**src/rtl/cmsdk_reset_sequencer.sv**
```systemverilog
// Staged PORESETN/HRESETN generator with system-reset and lockup re-assertion of HRESETN.
// Optional reset-cause register is built when RSTSEQ_CAUSE_EN is defined.
module cmsdk_reset_sequencer #(
   parameter int SYNC_STAGES = 2,
   parameter int PO_HOLD     = 16,
   parameter int SYS_HOLD    = 8
) (
   input  logic       CLK,
   input  logic       RST,
   input  logic       SYSRESETREQ,
   input  logic       LOCKUP,
   input  logic       LOCKUPRESET,
`ifdef RSTSEQ_CAUSE_EN
   input  logic       RSTCAUSECLR,
   output logic [2:0] RSTCAUSE,
`endif
   output logic       PORESETN,
   output logic       HRESETN,
   output logic       RSTBUSY
);

   localparam int MAX_HOLD = (PO_HOLD > SYS_HOLD) ? PO_HOLD : SYS_HOLD;
   localparam int CW       = $clog2(MAX_HOLD + 1);
   localparam logic [CW-1:0] PO_LAST  = CW'(PO_HOLD - 1);
   localparam logic [CW-1:0] SYS_LAST = CW'(SYS_HOLD - 1);

   typedef enum logic [2:0] {
      ST_PO_WAIT,
      ST_PO_HOLD,
      ST_SYS_HOLD,
      ST_RUN,
      ST_SYS_RST
   } state_t;

   state_t                 state_q, state_d;
   logic [CW-1:0]          cnt_q, cnt_d;
   logic [SYNC_STAGES-1:0] sync_q, sync_d;
   logic                   poresetn_q, poresetn_d;
   logic                   hresetn_q, hresetn_d;
   logic                   rstbusy_q, rstbusy_d;
   logic                   rel_s, rel_nxt, trigger;

   // PO_WAIT exits on the edge that loads 1 into the last stage, so the
   // hold count begins together with the rise of rel_s.
   assign sync_d  = {sync_q[SYNC_STAGES-2:0], 1'b1};
   assign rel_s   = sync_q[SYNC_STAGES-1];
   assign rel_nxt = sync_q[SYNC_STAGES-2];
   assign trigger = SYSRESETREQ | (LOCKUP & LOCKUPRESET);

   always_comb begin
      state_d = state_q;
      cnt_d   = cnt_q;
      case (state_q)
         ST_PO_WAIT: begin
            if (rel_nxt) state_d = ST_PO_HOLD;
         end
         ST_PO_HOLD: begin
            if (rel_s) begin
               if (cnt_q == PO_LAST) state_d = ST_SYS_HOLD;
               else                  cnt_d   = cnt_q + 1'b1;
            end
         end
         ST_SYS_HOLD: begin
            if (cnt_q == SYS_LAST) state_d = ST_RUN;
            else                   cnt_d   = cnt_q + 1'b1;
         end
         ST_RUN: begin
            if (trigger) state_d = ST_SYS_RST;
         end
         ST_SYS_RST: begin
            if (cnt_q == SYS_LAST) begin
               if (trigger) cnt_d   = '0;
               else         state_d = ST_RUN;
            end else begin
               cnt_d = cnt_q + 1'b1;
            end
         end
         default: state_d = ST_PO_WAIT;
      endcase
      if (state_d != state_q) cnt_d = '0;
      poresetn_d = (state_d == ST_SYS_HOLD) || (state_d == ST_RUN) || (state_d == ST_SYS_RST);
      hresetn_d  = (state_d == ST_RUN);
      rstbusy_d  = (state_d != ST_RUN);
   end

   always_ff @(posedge CLK or posedge RST) begin
      if (RST) begin
         state_q    <= ST_PO_WAIT;
         cnt_q      <= '0;
         sync_q     <= '0;
         poresetn_q <= 1'b0;
         hresetn_q  <= 1'b0;
         rstbusy_q  <= 1'b1;
      end else begin
         state_q    <= state_d;
         cnt_q      <= cnt_d;
         sync_q     <= sync_d;
         poresetn_q <= poresetn_d;
         hresetn_q  <= hresetn_d;
         rstbusy_q  <= rstbusy_d;
      end
   end

   assign PORESETN = poresetn_q;
   assign HRESETN  = hresetn_q;
   assign RSTBUSY  = rstbusy_q;

`ifdef RSTSEQ_CAUSE_EN
   logic [2:0] rstcause_q, rstcause_d;
   logic       sys_entry;

   assign sys_entry = (state_q == ST_RUN) && (state_d == ST_SYS_RST);

   // A clear drops every bit, but a cause recorded on the same edge survives.
   always_comb begin
      rstcause_d = RSTCAUSECLR ? 3'b000 : rstcause_q;
      if (sys_entry) rstcause_d = rstcause_d | {LOCKUP & LOCKUPRESET, SYSRESETREQ, 1'b0};
   end

   always_ff @(posedge CLK or posedge RST) begin
      if (RST) rstcause_q <= 3'b001;
      else     rstcause_q <= rstcause_d;
   end

   assign RSTCAUSE = rstcause_q;
`endif

endmodule
```
**config.mk**
```make
export PLATFORM = sky130hd
export DESIGN_NAME = cmsdk_reset_sequencer
export DESIGN_NICKNAME = d
export VERILOG_FILES = /design/src/rtl/cmsdk_reset_sequencer.sv
export SDC_FILE = /design/constraint.sdc
export NUM_CORES = 1
export LEC_CHECK = 0
export CAP_MARGIN = 20
export CORE_AREA = 5 5 42 44
export CTS_CLUSTER_DIAMETER = 150
export DETAILED_ROUTE_END_ITERATION = 10
export DIE_AREA = 0 0 47 49
export PLACE_DENSITY = 0.77
export SLEW_MARGIN = 10
export SYNTH_ARGS = -nofsm -noshare
export SYNTH_HDL_FRONTEND = slang
export SYNTH_SLANG_ARGS = --single-unit
```
**constraint.sdc**
```tcl
create_clock -name CLK -period 4.86 [get_ports CLK]
set_clock_uncertainty 0.2 [all_clocks]
set_input_delay 0.972 -clock CLK [delete_from_list [all_inputs] [get_ports CLK]]
set_output_delay 0.972 -clock CLK [all_outputs]
set_load 0.01 [all_outputs]
```
Word level (Yosys, flattened, before mapping):

Cells that the tools add are included.

* flip-flop bits (word level): 13
* bits of input ports: 5
* output and inout bits: 3

* mux-type cells: 15
* bitwise gates (word level): 2
* reductions and logical operators: 5
* add/sub/neg operators: 1
* eq/ne operators: 15

Operators with widths (count)
* $mux 5: 6
* $mux 3: 7
* $pmux 3 s5: 1
* $pmux 5 s3: 1
* $eq 3x2->1 const B: 4
* $ne 3x3->1 const B: 3
* $eq 3x3->1 const B: 2
* $add 5x1->5 const B: 1
* $eq 5x3->1 const B: 1
* $eq 5x4->1 const B: 1
* $reduce_and 5->1: 1
* $ne 4x4->1 const B: 1
* $reduce_bool 4->1: 1
* $eq 3x1->1 const B: 1
* $logic_not 3->1: 1
* $ne 3x2->1 const B: 1
* $ne 3x3->1: 1
* $logic_or 1x1->1: 2
* $and 1x1->1: 1
* $or 1x1->1: 1

Logic depth before layout (Yosys ltp):

* word-level depth: 8
* gate-level depth with buffers: 8
* depth with buffers taken out: 8

Worst setup path before layout:

OpenSTA, ideal clock, no wires.

* path type: input to register
* from: in LOCKUP
* to: reg cnt_q[0]
* setup time: 0.119 ns
* stages on the path: 5
* path slack: 2.579 ns
* data required time: 4.541 ns
* arrival time: 1.963 ns
* path through: a21oi_1 a21oi_4 nor3_2 mux2i_1 nor2_1

* cells in the longest elaborated chain, start to end: 8
* elaborated cells between the ends (all ways): 14

Ends and longest elaborated chain
* from (decl): RTL line 11 `input logic LOCKUP,`
* $and 1x1->1 (*): RTL line 48 `assign trigger = SYSRESETREQ | (LOCKUP & LOCKUPRESET);`
* $or 1x1->1 (*): RTL line 48
* $mux 3: RTL line 72 `if (trigger) cnt_d = '0;`
* $mux 3: RTL line 71 `if (cnt_q == SYS_LAST) begin`
* $pmux 3 s5: RTL line 53 `case (state_q)`
* $ne 3x3->1: RTL line 80 `if (state_d != state_q) cnt_d = '0;`
* $ne 4x4->1 (no line), or another cell as far along
* $reduce_and 5->1 (no line)
* to (signal assigned): RTL line 96 `cnt_q <= cnt_d;`
* to (decl): RTL line 36 `logic [CW-1:0] cnt_q, cnt_d;`

Mark *: on every way between the ends. The rest lies on a longest branch, timed or not.
A chain may end at the register's enable or synchronous reset.

Worst setup path in the final report:

Same ends and word-level chain as after synthesis.

==> flow_summary.ini <==
[run_status]
status = complete, no violations

[cells_and_area]
layout_commonest_cell = dfrtp_1
drive_gt1_share_pct = 21.3
syn_to_final_growth_pct = 15.8
fin_nets = 88
antennaDiodeCount = 0
most-common-layout-cells = dfrtp_1, nor2_1, clkdlybuf4s50_1

[power_and_ir_drop]
ir_drop_mv = 0.213
pwr-share-clk_pct = 18.4
pwr_density_cell_nw_per_um2 = 420
p_sw_share_pct = 35.0
internal-power_w = 0.000226
p_switching_w = 0.000122
power.leakage_nw = 0.358
seqPwrFrac_pct = 46.9
comb_power_share_pct = 34.7

[synthesis]
synth_area_per_cell_sq_um = 10.2
yosysUniqueCellTypes = 35
yosys_warnings = 0
async_reset_ff_share_pct = 100
yosysSeqAreaShare_pct = 45.7
ys_seq_elements = 13
syn-num-nets = 77
synth_area_sq_um = 714
syn_inst = 70
yosys_most_used_dff = dfrtp_1
synth_enable_flop_cells = 0

[worst_setup_path]
worstSetupPathType = in -> reg
cp.arrival_ns = 2.55
required_ns = 4.82
worst_setup_path_end_kind = flip-flop
critPathLaunchType = primary input
worst-path-max-fanout = 6

[flow_run]
maxCapViolCount = 0

[routing]
vias = 557
drtAntennaViolNets = 0
wl_um = 1300
drcViolationCount = 0
dr.pass1.iters = 4
viasPerCell = 5.80
wl_per_cell_um = 13.5
drt_iter0_markers = 9

[global_route]
gr-total-overflow = 0
grt_max_degree = 14
track_usage_pct = 13.5
grt_pass1_wl_um = 2290
antenna_found_initial = 0
grt_pass1_vias = 541

[timing]
hold_ws_ns = 0.242
fin_tns_setup_ns = 0
finalHoldViolations = 0
rsz0062_at_grt = no
drv_slew = 0
fmax_ghz = 0.387
final.min_clock_period_ns = 2.59
setup_viol = 0
post-route-period-util_pct = 53.2

[floorplan]
rows = 14
core_sq_um = 1400
dieHeight_um = 49
fp.dieW_um = 47
die_area_sq_um = 2300
start_util_pct = 51.0
io_pins = 8

[hold_path]
min_path_type = reg -> reg

[clock_network]
cts-resized-gates = 0
clkTransAtPathRegs_ns = 0.08
clock_latency_ns = 0.27
post_cts_buffers = 0
cts_max_path_buffers = 2
cts_made_buffers = 3
cts_root_buffer = clkbuf_4
hold_buffers = 0
htree_levels = 1
cts_sinks = 13
cts_tree = done

[placed_design]
dpl.hpwl_um = 984
gp_congestion = 0.794
io_buffers = 7
[flip-flops by register name (all words and copies together) (netlist names)]
signal / flops
PORESETN: 1
sync_q: 2
RSTBUSY: 1
cnt_q: 5
state_q: 3
HRESETN: 1
[routing by layer]
layer / part of all wire, % / up-vias / GRT usage, %
met5: 0 / - / 0
met1: 47 / 262 / 18.4
li1: - / 277 / -
met3: 7.7 / 2 / 4.43
met4: 0.93 / 0 / 5.53
met2: 44 / 16 / 19.2
[power by group through the flow]
stage	logic [W]	registers, W	clock network (W)
3_5_place_dp	0.000120	0.000164	0
6_report	0.000121	0.000163	0.0000638
2_1_floorplan	0.0000994	0.000155	0
3_3_place_gp	0.000118	0.000164	0
5_1_grt	0.000137	0.000168	0.0000731
4_1_cts	0.000121	0.000162	0.0000654
[per-stage QoR]
| step | total power [W] | cell area [sq um] | instances | setup WS, ns | utilization, % |
|---|---|---|---|---|---|
| 4_1_cts | 0.000349 | 827 | 96 | 2.28 | 59.0 |
| 3_5_place_dp | 0.000284 | 801 | 92 | 2.00 | 57.1 |
| 6_report | 0.000347 | 827 | 96 | 2.27 | 59.0 |
| 2_1_floorplan | 0.000254 | 714 | 70 | 2.58 | - |
| 3_3_place_gp | 0.000282 | 801 | 92 | 2.06 | 57.1 |
| 5_1_grt | 0.000377 | 827 | 96 | 2.17 | 59.0 |
[worst paths after layout]
path | endpoint | start | cells past startpoint | slack, ns
setup / recovery | cnt_q[0]$_DFFE_PP0P_ | LOCKUP | 6 | 2.27
hold / removal | sync_q[1]$_DFF_PP0_ | sync_q[0]$_DFF_PP0_ | 0 | 0.24
setup reg to reg | cnt_q[3]$_DFFE_PP0P_ | cnt_q[0]$_DFFE_PP0P_ | 7 | 2.45
hold reg to reg | sync_q[1]$_DFF_PP0_ | sync_q[0]$_DFF_PP0_ | 0 | 0.24
max in group asynchronous | RSTBUSY$_DFF_PP1_ | RST | 2 | 3.30
min in group asynchronous | cnt_q[3]$_DFFE_PP0P_ | RST | 2 | 0.82
[layout make-up]
cell class                 count  area [sq um]
clock buffer                   4          26.3
fill                         125           574
inverter                       2          7.51
multi-input combinational     54           377
sequential                    13           327
tap                           16          20.0
timing repair buffer           7          70.1
[critical path, stage by stage]
cell,delay (ns)
clkdlybuf4s50_1,0.39
a21oi_1,0.41
a21oi_4,0.11
nor3_2,0.38
mux2i_1,0.22
nor2_1,0.05
[cell usage after synthesis, types with 2 or more instances]
cell type   n  area, sq um
nand3_1     2         10.0
ha_1        2         25.0
nand2_1     5         18.8
dfrtp_1    12          300
o211ai_1    2         15.0
nor2_1      9         33.8
o21bai_1    2         15.0
inv_1       2         7.51
a21o_2      2         17.5
nor3_2      2         20.0
a21oi_1     6         30.0
[cells by family (layout without fill, tap and decap cells)]
kind of cell | count (synthesis) | count (layout) | synth area share [%]
flops | 13 | 13 | 45.7
xor+xnor | 1 | 1 | 1.23
buf+inv | 3 | 13 | 1.58
compound gates | 19 | 19 | 19.8
simple gates | 30 | 30 | 26.3
fa+ha+maj | 2 | 2 | 3.50
other cells | 1 | 1 | 0.525
mux | 1 | 1 | 1.40
Power figures use the tool's default switching activity.
